**config.mk**
```make
export PLATFORM = sky130hd
export DESIGN_NAME = free_list_mp
export DESIGN_NICKNAME = d
export VERILOG_FILES = /design/src/rtl/free_list_mp.sv
export SDC_FILE = /design/constraint.sdc
export NUM_CORES = 2
export LEC_CHECK = 0
export BUFFER_PORTS_ARGS = -buffer_cell sky130_fd_sc_hd__buf_4
export CAP_MARGIN = 20
export CORE_MARGIN = 10
export CORE_UTILIZATION = 56
export CTS_BUF_LIST = sky130_fd_sc_hd__clkbuf_16
export DETAILED_ROUTE_END_ITERATION = 10
export GPL_ROUTABILITY_DRIVEN = 0
export HOLD_SLACK_MARGIN = 0.05
export PLACE_DENSITY = 0.73
export SLEW_MARGIN = 20
export SYNTH_ARGS = -nofsm -noshare
export SYNTH_HDL_FRONTEND = slang
export SYNTH_SLANG_ARGS = --single-unit
```
**constraint.sdc**
```tcl
create_clock -name clk -period 7.6 [get_ports clk]
set_input_delay 0.76 -clock clk [delete_from_list [all_inputs] [get_ports clk]]
set_output_delay 0.76 -clock clk [all_outputs]
set_load 0.01 [all_outputs]
```
**src/rtl/free_list_mp.sv**
```systemverilog
// Physical-register free list for a multi-lane rename stage.
// Holds DEPTH free tags in a circular buffer. Rename pops up to ALLOC_W tags
// per cycle and retirement pushes up to FREE_W tags per cycle. Checkpoints
// snapshot the read pointer so that a mispredict can hand back the tags
// allocated on the wrong path.
module free_list_mp #(
  parameter int NUM_PREGS = 128,
  parameter int NUM_AREGS = 32,
  parameter int ALLOC_W   = 2,
  parameter int FREE_W    = 2,
  parameter int NUM_CKPT  = 4,
  localparam int DEPTH = NUM_PREGS - NUM_AREGS,
  localparam int TAG_W = $clog2(NUM_PREGS),
  localparam int CNT_W = $clog2(DEPTH + 1),
  localparam int AC_W  = $clog2(ALLOC_W + 1),
  localparam int ID_W  = (NUM_CKPT > 1) ? $clog2(NUM_CKPT) : 1
) (
  input  logic                      clk,
  input  logic                      reset_n,
  input  logic                      alloc_valid,
  input  logic [AC_W-1:0]           alloc_cnt,
  output logic                      alloc_ready,
  output logic [ALLOC_W*TAG_W-1:0]  alloc_tag,
  input  logic [FREE_W-1:0]         free_valid,
  input  logic [FREE_W*TAG_W-1:0]   free_tag,
  input  logic                      ckpt_save,
  input  logic                      ckpt_restore,
  input  logic [ID_W-1:0]           ckpt_id,
  input  logic [NUM_CKPT-1:0]       ckpt_release,
  input  logic [NUM_CKPT-1:0]       ckpt_kill,
  output logic [CNT_W-1:0]          free_count,
  output logic [NUM_CKPT-1:0]       ckpt_valid,
  output logic                      overflow_err
);

  localparam int PTR_W = (DEPTH > 1) ? $clog2(DEPTH) : 1;

  // Circular pointer advance; n never exceeds one lane group, so one
  // conditional subtract is enough even when DEPTH is not a power of two.
  function automatic logic [PTR_W-1:0] ptr_add(input logic [PTR_W-1:0] p, input int n);
    int s;
    s = int'(p) + n;
    if (s >= DEPTH) s = s - DEPTH;
    return PTR_W'(s);
  endfunction

  // Since counters count outstanding allocations and can never exceed DEPTH.
  function automatic logic [CNT_W-1:0] since_add(input logic [CNT_W-1:0] a, input int n);
    int s;
    s = int'(a) + n;
    if (s > DEPTH) s = DEPTH;
    return CNT_W'(s);
  endfunction

  // Older slots always hold a larger count than the restored one; clamp anyway.
  function automatic logic [CNT_W-1:0] since_sub(input logic [CNT_W-1:0] a, input logic [CNT_W-1:0] b);
    if (a >= b) return a - b;
    return '0;
  endfunction

  logic [TAG_W-1:0] list_q [DEPTH];
  logic [TAG_W-1:0] list_d [DEPTH];
  logic [PTR_W-1:0] r_ptr_q, r_ptr_d;
  logic [PTR_W-1:0] w_ptr_q, w_ptr_d;
  logic [CNT_W-1:0] free_count_q, free_count_d;
  logic             overflow_err_q, overflow_err_d;
  logic [NUM_CKPT-1:0] ckpt_valid_q, ckpt_valid_d;
  logic [PTR_W-1:0] ckpt_rptr_q  [NUM_CKPT];
  logic [PTR_W-1:0] ckpt_rptr_d  [NUM_CKPT];
  logic [CNT_W-1:0] ckpt_since_q [NUM_CKPT];
  logic [CNT_W-1:0] ckpt_since_d [NUM_CKPT];

  logic             restore_vld;
  logic             alloc_fire;
  int               alloc_n;
  logic [PTR_W-1:0] r_ptr_alloc;
  logic [CNT_W-1:0] restored_since;

  assign alloc_ready  = (int'(free_count_q) >= ALLOC_W);
  assign free_count   = free_count_q;
  assign ckpt_valid   = ckpt_valid_q;
  assign overflow_err = overflow_err_q;

  // Allocation decision: a valid restore wins over rename in the same cycle.
  always_comb begin
    restore_vld    = ckpt_restore & ckpt_valid_q[ckpt_id];
    restored_since = ckpt_since_q[ckpt_id];
    alloc_fire     = alloc_valid & alloc_ready & ~restore_vld;
    alloc_n        = 0;
    if (alloc_fire) begin
      alloc_n = (int'(alloc_cnt) > ALLOC_W) ? ALLOC_W : int'(alloc_cnt);
    end
    r_ptr_alloc = ptr_add(r_ptr_q, alloc_n);
  end

  // Present the next ALLOC_W tags starting at the read pointer.
  always_comb begin
    alloc_tag = '0;
    for (int i = 0; i < ALLOC_W; i++) begin
      alloc_tag[i*TAG_W +: TAG_W] = list_q[ptr_add(r_ptr_q, i)];
    end
  end

  // Pointer/count update and compaction of retired tags onto the tail.
  always_comb begin
    int cnt;
    logic [PTR_W-1:0] wp;
    list_d         = list_q;
    wp             = w_ptr_q;
    overflow_err_d = overflow_err_q;
    if (restore_vld) begin
      cnt     = int'(free_count_q) + int'(restored_since);
      r_ptr_d = ckpt_rptr_q[ckpt_id];
    end else begin
      cnt     = int'(free_count_q) - alloc_n;
      r_ptr_d = r_ptr_alloc;
    end
    for (int i = 0; i < FREE_W; i++) begin
      if (free_valid[i] && (free_tag[i*TAG_W +: TAG_W] != '0)) begin
        if (cnt < DEPTH) begin
          list_d[wp] = free_tag[i*TAG_W +: TAG_W];
          wp         = ptr_add(wp, 1);
          cnt        = cnt + 1;
        end else begin
          overflow_err_d = 1'b1;
        end
      end
    end
    w_ptr_d      = wp;
    free_count_d = CNT_W'(cnt);
  end

  // Checkpoint slots: save, since tracking, restore/kill and release.
  always_comb begin
    for (int s = 0; s < NUM_CKPT; s++) begin
      ckpt_valid_d[s] = ckpt_valid_q[s];
      ckpt_rptr_d[s]  = ckpt_rptr_q[s];
      ckpt_since_d[s] = ckpt_since_q[s];
      if (restore_vld) begin
        if ((int'(ckpt_id) == s) || ckpt_kill[s]) begin
          ckpt_valid_d[s] = 1'b0;
        end else if (ckpt_valid_q[s]) begin
          ckpt_since_d[s] = since_sub(ckpt_since_q[s], restored_since);
        end
      end else if (ckpt_save && (int'(ckpt_id) == s)) begin
        ckpt_valid_d[s] = 1'b1;
        ckpt_rptr_d[s]  = r_ptr_alloc;
        ckpt_since_d[s] = '0;
      end else if (ckpt_valid_q[s]) begin
        ckpt_since_d[s] = since_add(ckpt_since_q[s], alloc_n);
      end
      if (ckpt_release[s]) ckpt_valid_d[s] = 1'b0;
    end
  end

  // State registers; reset refills the list with every non-architectural tag.
  always_ff @(posedge clk) begin
    if (!reset_n) begin
      r_ptr_q        <= '0;
      w_ptr_q        <= '0;
      free_count_q   <= CNT_W'(DEPTH);
      overflow_err_q <= 1'b0;
      ckpt_valid_q   <= '0;
      for (int i = 0; i < DEPTH; i++) begin
        list_q[i] <= TAG_W'(NUM_AREGS + i);
      end
      for (int s = 0; s < NUM_CKPT; s++) begin
        ckpt_rptr_q[s]  <= '0;
        ckpt_since_q[s] <= '0;
      end
    end else begin
      r_ptr_q        <= r_ptr_d;
      w_ptr_q        <= w_ptr_d;
      free_count_q   <= free_count_d;
      overflow_err_q <= overflow_err_d;
      ckpt_valid_q   <= ckpt_valid_d;
      list_q         <= list_d;
      for (int s = 0; s < NUM_CKPT; s++) begin
        ckpt_rptr_q[s]  <= ckpt_rptr_d[s];
        ckpt_since_q[s] <= ckpt_since_d[s];
      end
    end
  end

endmodule

```
==> results.cfg <==
[yosys]
synth_edf_count = 28
syn-instance-count = 4993
syn_area_um2 = 49700
synth-seq-cells = 754
yosysWarnings = 0
yosys_most_used_dff = dfxtp_1
synthArstFlopShare_pct = 0
netlist-cell-type-count = 97
syn_nets = 5092
avgSynthCellArea_um2 = 9.96
yosysSeqAreaShare_pct = 30.9

[clock_network]
cts_setup_buffers = 0
cts-resized-gates = 0
cts_buffers = 87
cts.sinks = 754
clk_latency_ps = 700
htreeDepth = 3
clock_path_buffers = 3
cts_root_buffer = clkbuf_16
cts_hold_buf = 0
clk_pin_slew_ps = 50
cts_tree = done

[floorplanning]
dieArea_um2 = 101000
io_pins = 60
dieWidth_um = 318
core.rowCount = 109
die_y_um = 318
initial_core_util_pct = 56.4
coreArea_um2 = 88200

[finish]
final_net_count = 4853
finalInstanceArea_um2 = 53500
stdcell_count = 5997
layout_common_cells = 722 x dfxtp_1, 502 x nand2_1, 479 x nor2_1
syn2layout_area_growth_pct = 7.58
final_common_cell = dfxtp_1
multi_input_area_um2 = 32300
register_area_um2 = 15400
final_layout_size_suffix_gt1_share_pct = 23.6
fillers = 7060

[timing]
setup-violations-final = 0
fin_skew_ps = 45.3
rsz0062_at_grt = no
fin_hold_ws_ps = 240
tns_ps = 0
fin_crit_ps = 6710
max_freq_ghz = 0.149
tightest_slew_ps = 1250
slew_viol_final = 0
layout_worst_path_cycle_share_pct = 88.2
slew_headroom_pct = 16.7
finalHoldViolCount = 0
fin_ws_ps = 894

[global_routing]
grt_util_all_layers_pct = 34.6
grt_pass1_vias = 42300
grt_antenna_before_repair = 13
grt_first_pass_wirelength_mm = 273
grt_max_degree = 133
overflow = 0

[worst_setup_path]
start_kind = flip-flop
max_stage_delay_ps = 880
end_kind = output port
path_class = reg -> out
path_delay_family = buffers and inverters
required_ps = 6840
crit_chain = buf_4, nand3_1, xor2_4, buf_4, mux4_2, mux2_2, o21ai_0, o22ai_1, buf_4
critPathMostFrequentCell = buf_4
cp_max_fo = 50
crit_buf_inv = 3
crit_arrival_ps = 5950
crit_path_top_delay_cell = o21ai_0

[placed_design]
place_area_um2 = 50700
post-place-ws_ps = 497
hpwlAfterDp_mm = 121
dp.cells = 5830
port_buffers = 59

[route]
totalWireLength_mm = 183
firstDrtPassIters = 11
drtAntennaViolNets = 0
post_drt_wl_per_cell_um = 30.5
vias = 44800
drc_errors = 15
vias_per_cell = 7.48
drt_iter0_markers = 8001

[power]
power_density_nw_per_um2 = 209
p_leak_nw = 19.0
vdd_drop_max_mv = 0.275

[run_status]
violations = design-rule violations
run_status = complete, but fails checks

[job]
drv_cap = 0

[min_path]
hold_class = in -> reg
flip-flops by register name (all words and copies together), names as in the netlist:
name          flops
list_q          672
ckpt_rptr_q      28
ckpt_since_q     28
free_count        7
r_ptr_q           7
w_ptr_q           7
ckpt_valid        4
overflow_err      1
layout make-up:
class / count / share of cell area, %
diodes: 8 / 0.0374
clock buffers: 90 / 4.21
clock inverters: 69 / 0.966
inverters: 66 / 0.477
multi-input cells: 3679 / 60.4
flip-flops and latches: 754 / 28.8
well taps: 1165 / 2.72
repair buffers: 166 / 2.48
per-layer routing:
metal	track usage (%)	wire [um]	vias up
li1	-	-	18500
met5	1.21	212	-
met2	48.8	75100	3748
met1	44.3	65200	21700
met4	20.6	13600	16
met3	13.3	28800	928
synth_stat cells (64+ instances only):
| master | number | share of area [%] |
|---|---|---|
| a211oi_1 | 64 | 0.97 |
| dfxtp_1 | 726 | 29 |
| mux4_2 | 441 | 20 |
| mux2_2 | 310 | 7.0 |
| inv_1 | 65 | 0.49 |
| o21ai_0 | 196 | 2.0 |
| clkbuf_1 | 354 | 2.7 |
| a21oi_1 | 72 | 0.72 |
| mux2i_1 | 462 | 9.3 |
| buf_1 | 80 | 0.60 |
| nor2_1 | 480 | 3.6 |
| a311oi_1 | 102 | 1.8 |
| nand2_1 | 502 | 3.8 |
| a31oi_1 | 152 | 1.9 |
| nand3_1 | 249 | 2.5 |
kinds of logic (layout without fill, tap and decap cells):
group | count (synthesis) | count (layout) | share of synthesized area, %
other cells | 0 | 8 | 0
xor+xnor | 45 | 45 | 0.792
buf+inv | 560 | 391 | 4.47
simple gates | 1503 | 1503 | 13.8
compound gates | 847 | 847 | 11.9
mux | 1217 | 1217 | 36.4
flops | 754 | 754 | 30.9
fa+ha+maj | 67 | 67 | 1.85
final timing paths:
path | slack (ps) | endpoint | cells past startpoint | from
worst max register to register | 1080 | list_q[480] | 17 | free_count[3]
worst min register to register | 500 | list_q[611] | 2 | list_q[611]
worst max-delay path | 890 | alloc_tag[7] | 9 | r_ptr_q[0]
worst min-delay path | 240 | ckpt_valid[1] | 2 | ckpt_release[1]
per-stage QoR:
step	util (%)	power [mW]
CTS	60.6	11.0
floorplan	-	5.97
global route	60.6	11.4
finish	60.6	11.2
global placement	57.5	6.89
detailed placement	57.5	6.92
power by group:
group	switching (mW)	internal, mW
registers	0.114	4.05
clock network	1.83	2.35
logic	1.94	0.896
total	3.88	7.30
(Power assumes the default switching activity.)
